===== src/rtl/keypad_pkg.sv =====
// Shared types and constants for the 4x4 keypad scanner.
package keypad_pkg;

  typedef enum logic [1:0] {
    ST_IDLE        = 2'd0,
    ST_PRESS_CHK   = 2'd1,
    ST_HELD        = 2'd2,
    ST_RELEASE_CHK = 2'd3
  } state_t;

  typedef enum logic [1:0] {
    RES_NONE   = 2'd0,
    RES_SINGLE = 2'd1,
    RES_MULTI  = 2'd2
  } res_kind_t;

  localparam logic [3:0] COL0_PAT = 4'b1110;
  localparam logic [3:0] COL1_PAT = 4'b1101;
  localparam logic [3:0] COL2_PAT = 4'b1011;
  localparam logic [3:0] COL3_PAT = 4'b0111;

  // One-cold column strobe for a given column index.
  function automatic logic [3:0] col_pattern(input logic [1:0] idx);
    case (idx)
      2'd0:    col_pattern = COL0_PAT;
      2'd1:    col_pattern = COL1_PAT;
      2'd2:    col_pattern = COL2_PAT;
      default: col_pattern = COL3_PAT;
    endcase
  endfunction

endpackage


===== src/rtl/keypad_scan_if.sv =====
// Keypad matrix lines plus the decoded key outputs.
interface keypad_scan_if;
  logic [3:0] col;
  logic [3:0] row;
  logic [3:0] key_code;
  logic       key_valid;
  logic       key_down;

  modport master (output col, output key_code, output key_valid, output key_down, input row);
  modport slave  (input col, input key_code, input key_valid, input key_down, output row);
endinterface


===== src/rtl/kp_sync.sv =====
// Two-flop synchronizer for the asynchronous row returns; idles at all-ones (no key).
module kp_sync (
  input  logic       clk,
  input  logic       rst,
  input  logic [3:0] d_i,
  output logic [3:0] q_o
);
  logic [3:0] s1_q;
  logic [3:0] s2_q;

  // Two back-to-back flops to resolve metastability on the row lines.
  always_ff @(posedge clk or posedge rst) begin
    if (rst) begin
      s1_q <= 4'b1111;
      s2_q <= 4'b1111;
    end else begin
      s1_q <= d_i;
      s2_q <= s1_q;
    end
  end

  assign q_o = s2_q;
endmodule


===== src/rtl/keypad_scan.sv =====
// 4x4 active-low keypad scanner: column strobe, per-scan hit matrix,
// ghost-rejecting result decoder and press/release debounce FSM.
module keypad_scan
  import keypad_pkg::*;
#(
  parameter int SCAN_DIV       = 4096,
  parameter int DEBOUNCE_SCANS = 3
) (
  input  logic          clk,
  input  logic          rst,
  keypad_scan_if.master kp
);
  localparam int DW = (SCAN_DIV > 1) ? $clog2(SCAN_DIV) : 1;
  localparam int CW = $clog2(DEBOUNCE_SCANS + 1);
  localparam logic [DW-1:0] DIV_LAST = DW'(SCAN_DIV - 1);
  localparam logic [CW-1:0] DEB_C    = CW'(DEBOUNCE_SCANS);
  localparam logic [CW-1:0] CNT_MAX  = '1;
  localparam logic [CW-1:0] CNT_ONE  = CW'(1);

  logic [3:0] row_s;

  logic [DW-1:0] div_q, div_d;
  logic [1:0]    col_idx_q, col_idx_d;
  logic [15:0]   hits_q, hits_d;
  logic          last_q, last_d;

  logic          res_vld_q, res_vld_d;
  res_kind_t     res_kind_q, res_kind_d;
  logic [3:0]    res_key_q, res_key_d;

  state_t        state_q, state_d;
  logic [3:0]    cand_q, cand_d;
  logic [CW-1:0] cnt_q, cnt_d;
  logic [CW-1:0] cnt_inc;
  logic [3:0]    key_code_q, key_code_d;
  logic          key_valid_q, key_valid_d;
  logic          key_down_q, key_down_d;

  // Saturating increment for the match counter.
  function automatic logic [CW-1:0] sat_inc(input logic [CW-1:0] v);
    sat_inc = (v == CNT_MAX) ? v : v + CNT_ONE;
  endfunction

  kp_sync u_sync (
    .clk (clk),
    .rst (rst),
    .d_i (kp.row),
    .q_o (row_s)
  );

  // Dwell counter, column rotation and capture of the rows seen in each column.
  always_comb begin
    logic [3:0] bit_idx;
    div_d     = div_q + 1'b1;
    col_idx_d = col_idx_q;
    hits_d    = hits_q;
    last_d    = 1'b0;
    bit_idx   = 4'd0;
    if (div_q == DIV_LAST) begin
      div_d     = '0;
      col_idx_d = col_idx_q + 2'd1;
      last_d    = (col_idx_q == 2'd3);
      for (int r = 0; r < 4; r++) begin
        bit_idx         = {2'(r), col_idx_q};
        hits_d[bit_idx] = ~row_s[r];
      end
    end
  end

  // Classify the completed scan matrix; hits_q bit index is already row*4+col.
  always_comb begin
    int ones;
    ones       = $countones(hits_q);
    res_vld_d  = last_q;
    res_key_d  = 4'd0;
    res_kind_d = RES_MULTI;
    for (int k = 0; k < 16; k++) begin
      if (hits_q[k]) res_key_d = 4'(k);
    end
    if (ones == 0)      res_kind_d = RES_NONE;
    else if (ones == 1) res_kind_d = RES_SINGLE;
  end

  // Debounce FSM: stepped once per scan result.
  always_comb begin
    state_d     = state_q;
    cand_d      = cand_q;
    cnt_d       = cnt_q;
    key_code_d  = key_code_q;
    key_valid_d = 1'b0;
    key_down_d  = key_down_q;
    cnt_inc     = sat_inc(cnt_q);
    if (res_vld_q) begin
      case (state_q)
        ST_IDLE: begin
          if (res_kind_q == RES_SINGLE) begin
            state_d = ST_PRESS_CHK;
            cand_d  = res_key_q;
            cnt_d   = CNT_ONE;
          end
        end
        ST_PRESS_CHK: begin
          if (res_kind_q == RES_SINGLE && res_key_q == cand_q) begin
            cnt_d = cnt_inc;
            if (cnt_inc >= DEB_C) begin
              state_d     = ST_HELD;
              key_code_d  = cand_q;
              key_valid_d = 1'b1;
              key_down_d  = 1'b1;
            end
          end else if (res_kind_q == RES_SINGLE) begin
            cand_d = res_key_q;
            cnt_d  = CNT_ONE;
          end else begin
            state_d = ST_IDLE;
          end
        end
        ST_HELD: begin
          // No rollover: any key activity keeps the current key held.
          if (res_kind_q == RES_NONE) begin
            state_d = ST_RELEASE_CHK;
            cnt_d   = CNT_ONE;
          end
        end
        default: begin
          if (res_kind_q == RES_NONE) begin
            cnt_d = cnt_inc;
            if (cnt_inc >= DEB_C) begin
              state_d    = ST_IDLE;
              key_down_d = 1'b0;
            end
          end else begin
            state_d = ST_HELD;
          end
        end
      endcase
    end
  end

  // All state registers; everything returns to the idle scan on reset.
  always_ff @(posedge clk or posedge rst) begin
    if (rst) begin
      div_q       <= '0;
      col_idx_q   <= 2'd0;
      hits_q      <= '0;
      last_q      <= 1'b0;
      res_vld_q   <= 1'b0;
      res_kind_q  <= RES_NONE;
      res_key_q   <= 4'd0;
      state_q     <= ST_IDLE;
      cand_q      <= 4'd0;
      cnt_q       <= '0;
      key_code_q  <= 4'd0;
      key_valid_q <= 1'b0;
      key_down_q  <= 1'b0;
    end else begin
      div_q       <= div_d;
      col_idx_q   <= col_idx_d;
      hits_q      <= hits_d;
      last_q      <= last_d;
      res_vld_q   <= res_vld_d;
      res_kind_q  <= res_kind_d;
      res_key_q   <= res_key_d;
      state_q     <= state_d;
      cand_q      <= cand_d;
      cnt_q       <= cnt_d;
      key_code_q  <= key_code_d;
      key_valid_q <= key_valid_d;
      key_down_q  <= key_down_d;
    end
  end

  assign kp.col       = col_pattern(col_idx_q);
  assign kp.key_code  = key_code_q;
  assign kp.key_valid = key_valid_q;
  assign kp.key_down  = key_down_q;
endmodule


===== src/flat_wrapper.sv =====
// flat-port wrapper written by rule: the top's interface ports become plain ports
module keypad_scan_flat import keypad_pkg::*;
#(
  parameter int SCAN_DIV       = 4096,
  parameter int DEBOUNCE_SCANS = 3
)
  (clk, rst, kp_col, kp_key_code, kp_key_valid, kp_key_down, kp_row);
  keypad_scan_if kp_i ();
  input  logic clk;
  input  logic rst;
  output wire logic [$bits(kp_i.col)-1:0] kp_col;
  output wire logic [$bits(kp_i.key_code)-1:0] kp_key_code;
  output wire logic [$bits(kp_i.key_valid)-1:0] kp_key_valid;
  output wire logic [$bits(kp_i.key_down)-1:0] kp_key_down;
  input wire logic [$bits(kp_i.row)-1:0] kp_row;
  assign kp_col = kp_i.col;
  assign kp_key_code = kp_i.key_code;
  assign kp_key_valid = kp_i.key_valid;
  assign kp_key_down = kp_i.key_down;
  assign kp_i.row = kp_row;
  keypad_scan #(.SCAN_DIV(SCAN_DIV), .DEBOUNCE_SCANS(DEBOUNCE_SCANS)) u_core (.clk(clk), .rst(rst), .kp(kp_i));
endmodule

===== config.mk =====
export PLATFORM = sky130hd
export DESIGN_NAME = keypad_scan_flat
export DESIGN_NICKNAME = d
export VERILOG_FILES = /design/src/rtl/keypad_pkg.sv /design/src/rtl/keypad_scan_if.sv /design/src/rtl/kp_sync.sv /design/src/rtl/keypad_scan.sv /design/src/flat_wrapper.sv
export SDC_FILE = /design/constraint.sdc
export NUM_CORES = 1
export LEC_CHECK = 0
export CORE_MARGIN = 2
export CORE_UTILIZATION = 50
export CTS_CLUSTER_SIZE = 20
export DETAILED_ROUTE_END_ITERATION = 10
export PLACE_DENSITY = 0.68
export SETUP_SLACK_MARGIN = 0.15
export SLEW_MARGIN = 15
export SYNTH_ARGS = -nofsm -noshare
export SYNTH_HDL_FRONTEND = slang
export SYNTH_HIERARCHICAL = 1
export SYNTH_SLANG_ARGS = --single-unit

===== constraint.sdc =====
create_clock -name clk -period 3.75 [get_ports clk]
set_input_delay 0.375 -clock clk [delete_from_list [all_inputs] [get_ports clk]]
set_output_delay 0.375 -clock clk [all_outputs]
set_load 0.02 [all_outputs]

* Yosys cells after proc, flatten, opt, wreduce, memory -nomap -nowiden
Index checks and enable logic that the tools add are counted.
Operators by class: multiplexer cells 58, magnitude comparators 9, equal/unequal tests 17, reductions and logical operators 18, bitwise gates (word level) 5, $add $sub $neg 18
Operators by type and width (count):
- $add A32 B32 Y32 | 7
- $bwmux W16 | 4
- $mux W4 | 10
- $eq A32 B2 Y1 const B | 1
- $logic_not A32 Y1 | 1
- $mux W2 | 16
- $add A1 B1 Y2 | 8
- $mux W1 | 14
- $add A12 B1 Y12 const B | 1
- $eq A12 B12 Y1 const B | 1
- $mux W12 | 1
- $mux W3 | 4
- $pmux W2 S3 | 2
- $pmux W4 S3 | 1
- $lt A4 B5 Y1 const B | 2
- $demux W1 S2 | 4
- $eq A2 B2 Y1 const B | 4
- $ge A4 B1 Y1 const B | 2
- $pmux W4 S2 | 1
- $eq A2 B1 Y1 const B | 3
- $logic_not A2 Y1 | 3
- $ne A2 B1 Y1 const B | 3
- $ne A3 B3 Y1 const B | 2
- $reduce_and A3 Y1 | 2
- other kinds (18) | 28
Word-level totals: register bits 60, word-level logic and storage cells 140, output and inout port bits 10

* Logic depth before layout (Yosys ltp)
Gate-level depths: netlist of run 1.
depth in word-level cells 15, gate-level depth with buffers 14, gate-level depth less buffers 14

* Modules after synthesis
The synthesis of run 1 kept the hierarchy.
Modules (own cells, without submodules):
- keypad_scan | cells an instance 277, area an instance 2832.7 sq um, instances 1
- kp_sync | cells an instance 9, area an instance 214.0 sq um, instances 1

* Least setup slack after synthesis of run 1
No wires, ideal clock.
path kind flip-flop to flip-flop, start reg u_core.hits_q[11], end reg u_core.res_kind_q[0], arrival 3.435 ns, setup slack 0.244 ns, buffers on the path 0, stages on the path, launching flop included 14, period minus slack after synthesis 3.506 ns, cells stage by stage dfrtp_1 -> fa_1 -> inv_1 -> fa_1 -> inv_1 -> fa_1 -> inv_1 -> fa_1 -> inv_1 -> ha_1 -> fa_1 -> nor3_1 -> nand2_1 -> nor2_1
Between the ends: longest elaborated chain between the ends 7, elaborated cells on any way between the ends 8
Ends and longest elaborated chain:
- start, declared | line keypad_scan.sv:24 | logic [15:0] hits_q, hits_d;
- start signal, assigned | line keypad_scan.sv:159 | hits_q <= hits_d;
- $add A1 B1 Y2 (implied by the code) * | line keypad_scan.sv:73 | ones = $countones(hits_q);
- $add A32 B32 Y32 (implied by the code) * (3 in a row) | line keypad_scan.sv:73
- $eq A32 B2 Y1 | line keypad_scan.sv:81 | else if (ones == 1) res_kind_d = RES_SINGLE;
- $mux W2 | line keypad_scan.sv:81
- $mux W2 * | line keypad_scan.sv:80 | if (ones == 0) res_kind_d = RES_NONE;
- via u_core.res_kind_d[0] | line keypad_scan.sv:28 | res_kind_t res_kind_q, res_kind_d;
- end signal, assigned | line keypad_scan.sv:162 | res_kind_q <= res_kind_d;
- end, declared | line keypad_scan.sv:28
Mark *: on every way through the listed nets, which the timed path passes. The rest lies on a longest branch. A chain may end at the register's enable or synchronous reset.

* Worst setup path in the final report of run 1
start reg u_core.hits_q[7], end reg u_core.res_kind_q[0]
The elaborated chain is that of the path after synthesis.

==> impl_metrics.ini, run 1 <==
[timing]
min_period_ns = 3.48
setup_violations = 0
final_hold_viol_count = 0
drv_slew = 0
fin_worst_skew_ns = 0.0120
rsz0062_at_grt = false
period_share = 0.929
finalSetupTns_ns = 0
max_slew_margin = 0.409
hold_slack_ns = 0.355
fmax_mhz = 287
worstMarginPinSlew_ns = 0.886

[synth]
ys.flop_type = dfrtp_1
yosysWarnings = 6
ys_seq_area_frac = 0.496
synth_cells = 286
synth_commonest_cells = dfrtp_1, inv_1, nor2_1
async_flop_share = 1.00
syn_nets = 319
synth_top_area_cell = dfrtp_1
ys_types = 40
synth-seq-cells = 60
synth_area_per_cell_um2 = 10.7
synth.most_common_cell = dfrtp_1
syn_area_um2 = 3050
synth_top_area_share = 0.427
synth_edf_count = 0
synth_area_leaders = dfrtp_1, ha_1, dfstp_2

[worst_setup_path]
r2r_cells = 13
reg2reg_from = u_core/hits_q[7]
critPathCaptureType = register
rr_endpoint = u_core/res_kind_q[0]
worstSetupStartpointType = register
worst_path_max_delay_cell = fa_2
crit_type = reg -> reg
r2r_slack_ns = 0.27
cp_data_required_time_ns = 3.98
critical_path_arrival_ns = 3.71
cpPeakStageDelay_ns = 0.52
worstPathMaxFanout = 4
crit_chain = inv_2 > fa_1 > inv_1 > fa_1 > fa_1 > inv_1 > fa_1 > inv_1 > ha_2 > fa_2 > nor3_2 > nand2_1 > nor2_1
crit_top_cell = fa_1

[cells_and_area]
layout-drive-gt1-share = 0.146
multi_input_area_um2 = 1360
fin_nets = 343
synthToLayoutAreaGrowth_pct = 16.3
utilization = 0.599
seqCellArea_um2 = 1510
fillers = 505
antenna_cells = 0

[route]
first_iter_violations = 46
routed_wl_um = 4970
drc_errors = 0
first_pass_iters = 4
num_vias = 2024
final_antenna_net_count = 0
via_per_inst = 5.19
wl_per_cell_um = 12.8

[floorplan]
die_h_um = 82.1
die_w_um = 82.1
rows = 28
core_area_um2 = 5920
start_util = 0.515
dieArea_um2 = 6730
io_pins = 16

[placement]
io_buffer_count = 15
dp_hpwl_um = 3480
place_congestion = 0.729

[power]
p_switching_uw = 271
p_comb_frac = 0.013
ir_worst_vdd_v = 0.000356
cellLeakagePower_uw = 0.00169
p_sw_frac = 0.197
power_per_cell_area_nw_per_um2 = 387
intPower_uw = 1100
p_seq_frac = 0.479
p_clk_frac = 0.508

[global_route]
grt_usage = 0.173
top_usage_layer = met2
grt_use_met3 = 0.0484
grtUsageMet1 = 0.213
overflow = 0
antenna_found_initial = 0
grt_max_degree = 53
met2_usage = 0.277
grt_first_pass_wirelength_um = 8710
grt_pass1_vias = 2013

[worst_hold_path]
min_path_type = reg -> reg
hold_end = u_core/u_sync/q_o[3]
whs_path_depth = 0
holdCritStartpoint = u_core/u_sync/s1_q[3]

[clock_tree]
cts-root-buf = clkbuf_8
cts_htree_levels = 3
clockBufferDepth = 2
tritoncts = done
cts_buffers = 9
worstSkewPairLatency_ns = 0.34
clock-sinks = 60
cts-hold-fix-buffers = 0
path_clk_slew_ns = 0.07

[run_status]
status = finished clean

[run]
max_cap_violations = 0
## metal layers
| metal | wire [um] | share of wire | vias to the layer above |
|---|---|---|---|
| li1 | - | - | 1000 |
| met5 | 0 | 0 | - |
| met3 | 135 | 0.027 | 12 |
| met2 | 2380 | 0.48 | 30 |
| met1 | 2330 | 0.47 | 982 |
| met4 | 131 | 0.026 | 0 |
## worst max-delay path by stage
stage | start | end | cells past startpoint
floorplan | u_core/hits_q[11] | u_core/res_kind_q[0] | 13
global route | u_core/hits_q[7] | u_core/res_kind_q[0] | 13
CTS | u_core/hits_q[7] | u_core/res_kind_q[0] | 13
global placement | u_core/hits_q[11] | u_core/res_kind_q[0] | 13
finish | u_core/hits_q[7] | u_core/res_kind_q[0] | 13
detailed placement | u_core/hits_q[11] | u_core/res_kind_q[0] | 13
## layout by cell type, fill, tap and decap left out, drive strengths merged, types with 4 or more instances in the layout
cell,instances
nor2b,4
clkbuf,10
ha,17
a21oi,23
xor2,9
nand3,7
clkinv,4
mux2,9
nor2,33
inv,37
clkdlybuf4s50,15
nor4,8
buf,6
nor3,5
nand2,11
o21ai,12
fa,10
and2,4
xnor2,4
dfstp,8
dfrtp,52
## cells by family after synthesis
| family | count (synthesis) | share of synthesized area |
|---|---|---|
| simple gates | 82 | 0.140 |
| flops | 60 | 0.496 |
| compound gates | 47 | 0.0895 |
| buf+inv | 46 | 0.0616 |
| fa+ha+maj | 27 | 0.136 |
| xor+xnor | 13 | 0.0374 |
| mux | 11 | 0.0398 |
## worst max-delay path, delay by kind of cell, from the launching register on
family,cells,cell delay [ns]
DFF,1,0.41
adders and majority gates,6,2.62
and+or+nand+nor,3,0.15
buffers and inverters,4,0.20
## power groups by stage
stage / Sequential (uW) / Combinational, uW / Clock, uW
after global routing: 658 / 20.9 / 738
after floorplan: 669 / 9.69 / 0
after detailed placement: 670 / 18.6 / 0
after CTS: 658 / 18.6 / 716
final: 658 / 17.6 / 697
after global placement: 670 / 18.6 / 0
## area by class of cell
class,instances,share of cell area
Clock inverter,6,0.0318
Sequential cell,60,0.427
Clock buffer,10,0.0360
Multi-Input combinational cell,180,0.383
Inverter,38,0.0406
Tap cell,75,0.0265
Timing Repair Buffer,21,0.0551
## repair_timing
item                       CTS  global route
setup buffers                2             4
resized for setup            1             6
setup endpoints to repair    2             2
pin swaps                    0             1
## registers in the layout, summed over array words and instances, names as in the netlist
register	flops
u_core/cand_q	4
u_core/cnt_q	2
u_core/col_idx_q	2
u_core/div_q	12
u_core/hits_q	16
u_core/kp.key_code	4
u_core/kp.key_down	1
u_core/kp.key_valid	1
u_core/last_q	1
u_core/res_key_q	4
u_core/res_kind_q	2
u_core/res_vld_q	1
u_core/state_q	2
u_core/u_sync/q_o	4
u_core/u_sync/s1_q	4
## metrics by stage
| stage | cells | area [um^2] | worst slack (ns) | total power, uW |
|---|---|---|---|---|
| 5_1_grt | 390 | 3540 | 0.145 | 1420 |
| 3_5_place_dp | 368 | 3250 | 0.131 | 688 |
| 4_1_cts | 386 | 3500 | 0.151 | 1390 |
| 3_3_place_gp | 368 | 3250 | 0.179 | 688 |
| 6_report | 390 | 3540 | 0.267 | 1370 |
| 2_1_floorplan | 286 | 3050 | 0.244 | 679 |
Power figures use the tool's default switching activity.
==> run 2, diff against run 1 <==
--- a/config.mk
+++ b/config.mk
@@ -7,12 +7,13 @@
 export LEC_CHECK = 0
 export CORE_MARGIN = 2
 export CORE_UTILIZATION = 50
+export CTS_BUF_LIST = sky130_fd_sc_hd__clkbuf_4 sky130_fd_sc_hd__clkbuf_8
 export CTS_CLUSTER_SIZE = 20
 export DETAILED_ROUTE_END_ITERATION = 10
+export GPL_TIMING_DRIVEN = 0
 export PLACE_DENSITY = 0.68
 export SETUP_SLACK_MARGIN = 0.15
 export SLEW_MARGIN = 15
 export SYNTH_ARGS = -nofsm -noshare
 export SYNTH_HDL_FRONTEND = slang
-export SYNTH_HIERARCHICAL = 1
 export SYNTH_SLANG_ARGS = --single-unit
==> run 2 against run 1 <==
Area after synthesis rose by 1.9%. Wire length is 9.9% higher. Via count is 4.7% higher. Largest cell class unchanged. Largest power group unchanged.
==> impl_metrics.ini, run 2 <==
[run_status]
status = finished clean

[placement]
pre_cts_slack_ns = -0.0115
dp_hpwl_um = 3810
place_congestion = 0.735
io_buffer_count = 15

[worst_setup_path]
cp_data_required_time_ns = 3.97
r2r_cells = 12
worstPathMaxFanout = 4
worstSetupStartpointType = register
critPathCaptureType = register
crit_type = reg -> reg
critical_path_arrival_ns = 3.88

[route]
num_vias = 2120
wl_per_cell_um = 13.9
routed_wl_um = 5460
drc_errors = 0
first_pass_iters = 4
final_antenna_net_count = 0
first_iter_violations = 65
via_per_inst = 5.39

[timing]
final_hold_viol_count = 0
setup_slack_ns = 0.0934
hold_slack_ns = 0.350
worstMarginPinSlew_ns = 0.714
max_slew_margin = 0.524
fmax_mhz = 273
rsz0062_at_grt = true
setup_violations = 0
fin_worst_skew_ns = 0.00789
drv_slew = 0
period_share = 0.975
min_period_ns = 3.66

[synth]
synth_commonest_cells = dfrtp_1, inv_1, ha_1
ys_seq_area_frac = 0.487
synth_top_area_cell = dfrtp_1
synth_cells = 276
yosysWarnings = 0
ys.flop_type = dfrtp_1
syn_nets = 314
syn_area_um2 = 3100
async_flop_share = 1.00
ys_types = 43
synth-seq-cells = 60
synth_top_area_share = 0.419
synth_edf_count = 0
synth.most_common_cell = dfrtp_1
synth_area_per_cell_um2 = 11.2
synth_area_leaders = dfrtp_1, ha_1, fa_1

[cells_and_area]
antenna_cells = 0
mostFrequentLayoutCell = dfrtp_1
utilization = 0.624
synthToLayoutAreaGrowth_pct = 19.7
fin_nets = 351
layout-drive-gt1-share = 0.211
largest_register_ff_count = 16
final_cell_mix = dfrtp_1, inv_1, a21oi_1, ha_1, clkdlybuf4s50_1
largest_registers = u_core.hits_q: 16 flops, u_core.div_q: 12 flops
largest-register = u_core.hits_q

[global_route]
grt_pass1_vias = 2110
grt_max_degree = 61
overflow = 0
grt_usage = 0.191
grt_first_pass_wirelength_um = 9540
antenna_found_initial = 0

[clock_tree]
clock-sinks = 60
clockBufferDepth = 2
path_clk_slew_ns = 0.06
tritoncts = done
worstSkewPairLatency_ns = 0.34
cts_htree_levels = 3
cts_buffers = 9
cts-hold-fix-buffers = 0
cts-root-buf = clkbuf_8

[worst_hold_path]
min_path_type = reg -> reg
whs_path_depth = 0

[floorplan]
die_w_um = 82.8
io_pins = 16
rows = 28
die_h_um = 82.8
dieArea_um2 = 6860
start_util = 0.521
core_area_um2 = 5960

[power]
total_power_uw = 1400
ir_worst_vdd_v = 0.000292
cellLeakagePower_uw = 0.00179
power_per_cell_area_nw_per_um2 = 378

[run]
max_cap_violations = 0
run 2: path summary, 6_finish.rpt:
kind | startpoint | to | slack, ns
min in group asynchronous | rst | u_core.div_q[7] | 0.51
worst max-delay path | u_core.hits_q[5] | u_core.res_kind_q[0] | 0.09
worst min register to register | u_core.last_q | u_core.res_vld_q | 0.35
worst min-delay path | u_core.last_q | u_core.res_vld_q | 0.35
max in group asynchronous | rst | u_core.hits_q[13] | 2.73
worst max register to register | u_core.hits_q[5] | u_core.res_kind_q[0] | 0.09
run 2: layout make-up:
class	count	area [um^2]
Timing Repair Buffer	26	233
Clock inverter	4	95.1
Clock buffer	12	159
Multi-Input combinational cell	170	1430
Sequential cell	60	1510
Inverter	39	149
Tap cell	75	93.8
Buffer	7	38.8
Fill cell	487	2240
run 2: logic make-up after synthesis:
family,count (synthesis),share of synthesized area
simple gates,63,0.112
mux,14,0.0532
compound gates,48,0.0959
xor+xnor,13,0.0367
flops,60,0.487
fa+ha+maj,32,0.156
buf+inv,46,0.0597
run 2: where the power goes:
group	internal (uW)	switching [uW]	leakage (uW)
Sequential	655	3.06	0.000793
Combinational	4.93	12.6	0.000862
Clock	484	244	0.000130
run 2: metrics by stage:
step                      TNS (ns)  area (um^2)  std cells
after floorplan                  0         3120        276
after global placement           0         3370        366
after detailed placement   -0.0115         3370        366
after CTS                        0         3700        392
after global routing       -0.0767         3710        393
final                            0         3710        393
run 2: what timing repair did:
item                                    4_1_cts  5_1_grt
gates cloned                                  0        0
pin swaps                                     3        6
setup buffers                                10        1
endpoints found under the setup margin        2        2
resized for setup                             2        4
run 2: critical path: stages, from the launching register on:
cell and delay [ns]:
dfrtp_1 0.40, ha_2 0.20, inv_2 0.04, fa_1 0.47
fa_1 0.51, fa_1 0.51, inv_1 0.05, fa_1 0.44
ha_2 0.21, fa_2 0.53, nor3_2 0.04, o21ai_1 0.10
nor2_1 0.06
run 2: layer usage:
metal / wire length (um) / vias to the layer above / track usage / share of wire
met5: 0 / - / 0 / 0
met4: 95 / 0 / 0.0820 / 0.017
met3: 205 / 11 / 0.0703 / 0.038
met2: 2720 / 37 / 0.309 / 0.50
met1: 2440 / 1058 / 0.230 / 0.45
li1: - / 1014 / - / -
==> run 3, diff against run 2 <==
--- a/config.mk
+++ b/config.mk
@@ -5,9 +5,10 @@
 export SDC_FILE = /design/constraint.sdc
 export NUM_CORES = 1
 export LEC_CHECK = 0
+export CORE_ASPECT_RATIO = 0.9
 export CORE_MARGIN = 2
 export CORE_UTILIZATION = 50
-export CTS_BUF_LIST = sky130_fd_sc_hd__clkbuf_4 sky130_fd_sc_hd__clkbuf_8
+export CTS_BUF_LIST = sky130_fd_sc_hd__clkbuf_8
 export CTS_CLUSTER_SIZE = 20
 export DETAILED_ROUTE_END_ITERATION = 10
 export GPL_TIMING_DRIVEN = 0
==> run 3 against run 2 <==
The flow now finishes with violations (negative setup slack). Sequential share of layout area down 0.95 points. Largest cell class unchanged. Combinational power about the same. Power decreased by 13%. Non-clock buffer count up 17. Die area about the same. Utilization grew 0.53 points. Worst hold slack gained 0.0061 ns. Via count increased by 3.3%. Register-to-register slack got worse by 0.11 ns. Critical path depth grew 14.
==> impl_metrics.ini, run 3 (synthesized netlist as in run 2, its figures left out) <==
[global_route]
grt_max_degree = 61
antenna_found_initial = 0
grt_pass1_vias = 2179
grt_usage = 0.203
overflow = 0
grt_first_pass_wirelength_um = 10300

[clock_tree]
worstSkewPairLatency_ns = 0.33
cts_htree_levels = 3
cts-root-buf = clkbuf_8
cts_buffers = 9
path_clk_slew_ns = 0.06
tritoncts = done
clockBufferDepth = 2
clock-sinks = 60
cts-hold-fix-buffers = 0

[floorplan]
rows = 27
dieArea_um2 = 6860
die_h_um = 78.8
core_area_um2 = 6050
io_pins = 16
die_w_um = 87.1
start_util = 0.513

[worst_setup_path]
cp_data_required_time_ns = 3.98
cp.depth = 26
r2r_slack_ns = -0.02
crit_top_cell = buf_4
crit_path_end = u_core.res_key_q[0]
r2r_cells = 26
timing.critical_path.from = u_core.hits_q[5]
worstSetupStartpointType = register
critPathCaptureType = register
cpPeakStageDelay_ns = 0.43
path_buf_inv = 24
rr_endpoint = u_core.res_key_q[0]
crit_type = reg -> reg
worst_path_max_delay_cell = dfrtp_1
worstPathMaxFanout = 4
critical_path_arrival_ns = 4.00
reg2reg_from = u_core.hits_q[5]
cpLargestDelayFamily = buffers and inverters

[power]
p_comb_frac = 0.014
p_switching_uw = 241
power_per_cell_area_nw_per_um2 = 320
p_sw_frac = 0.198
intPower_uw = 975
p_seq_frac = 0.542
cellLeakagePower_uw = 0.00184
p_clk_frac = 0.444
ir_worst_vdd_v = 0.000235

[route]
wl_per_cell_um = 15.0
first_iter_violations = 103
drc_errors = 0
via_per_inst = 5.38
num_vias = 2190
final_antenna_net_count = 0
routed_wl_um = 6100
first_pass_iters = 4

[placement]
place_congestion = 0.787
dp_hpwl_um = 3690
pre_cts_slack_ns = -0.0571
io_buffer_count = 15

[cells_and_area]
mostFrequentLayoutCell = dfrtp_1
antenna_cells = 0
largest_registers = u_core.hits_q: 16 flops, u_core.div_q: 12 flops
seqCellArea_um2 = 1510
largest-register = u_core.hits_q
fillers = 475
utilization = 0.629
multi_input_area_um2 = 1450
largest_register_ff_count = 16
layout-drive-gt1-share = 0.257
final_cell_mix = dfrtp_1, inv_1, buf_4
synthToLayoutAreaGrowth_pct = 22.5
fin_nets = 368

[timing]
min_period_ns = 3.77
finalSetupTns_ns = -0.0213
hold_slack_ns = 0.356
drv_slew = 0
max_slew_margin = 0.531
final_hold_viol_count = 0
period_share = 1.01
fin_worst_skew_ns = 0.00527
setup_violations = 1
worstMarginPinSlew_ns = 0.704
setup_slack_ns = -0.0213
rsz0062_at_grt = true
fmax_mhz = 265

[run_status]
violations = negative setup slack
status = complete, but fails checks

[run]
max_cap_violations = 0

[worst_hold_path]
min_path_type = reg -> reg
-- run 3: changes by cell type in the layout (fill, tap and decap cells not counted), sizes merged --
cell,change
inv,+4
bufinv,-2
buf,+17
clkbuf,-2
-- run 3: worst min-delay path by stage --
| stage | from | endpoint | cells after the start |
|---|---|---|---|
| 3_5_place_dp | u_core.u_sync.s1_q[2] | u_core.u_sync.q_o[2] | 0 |
| 2_1_floorplan | u_core.last_q | u_core.res_vld_q | 0 |
| 4_1_cts | u_core.u_sync.s1_q[2] | u_core.u_sync.q_o[2] | 0 |
| 5_1_grt | u_core.u_sync.s1_q[2] | u_core.u_sync.q_o[2] | 0 |
| 3_3_place_gp | u_core.last_q | u_core.res_vld_q | 0 |
| 6_report | u_core.u_sync.s1_q[3] | u_core.u_sync.q_o[3] | 0 |
-- run 3: repair_timing --
action                     4_1_cts  5_1_grt
setup buffers                   28        0
setup endpoints to repair        2        3
pin swaps                        5        3
gates resized for setup          5       10
-- run 3: per-stage QoR --
step                      power, uW  instance area [um^2]  std cells
after global routing           1270                  3800        407
after global placement          688                  3360        363
final                          1220                  3800        407
after CTS                      1240                  3760        407
after floorplan                 679                  3120        276
after detailed placement        689                  3360        363
-- run 3: area by class of cell --
type	count	area share
clock buffers	10	0.0362
multi-input cells	170	0.382
plain buffers	7	0.0102
flip-flops and latches	60	0.398
clock inverters	6	0.0132
inverters	39	0.0391
repair buffers	43	0.0977
well taps	72	0.0237
-- run 3: power groups by stage --
stage / combinational (uW) / sequential, uW / clock (uW)
CTS: 18.9 / 659 / 558
finish: 17.5 / 659 / 539
global placement: 18.3 / 670 / 0
detailed placement: 19.0 / 670 / 0
global route: 20.7 / 659 / 591
floorplan: 9.57 / 669 / 0
-- run 3: worst register-to-register path, delay by kind of cell (launching register included) --
family	cells	cell delay (ns)
buffers and inverters	24	2.92
DFF	1	0.43
AOI/OAI and AO/OA	2	0.38
-- run 3: routing by layer --
metal,up-vias,track usage,routed length (um)
met5,-,0,0
met1,1066,0.227,2470
li1,1042,-,-
met4,0,0.103,258
met3,21,0.0738,266
met2,61,0.337,3110
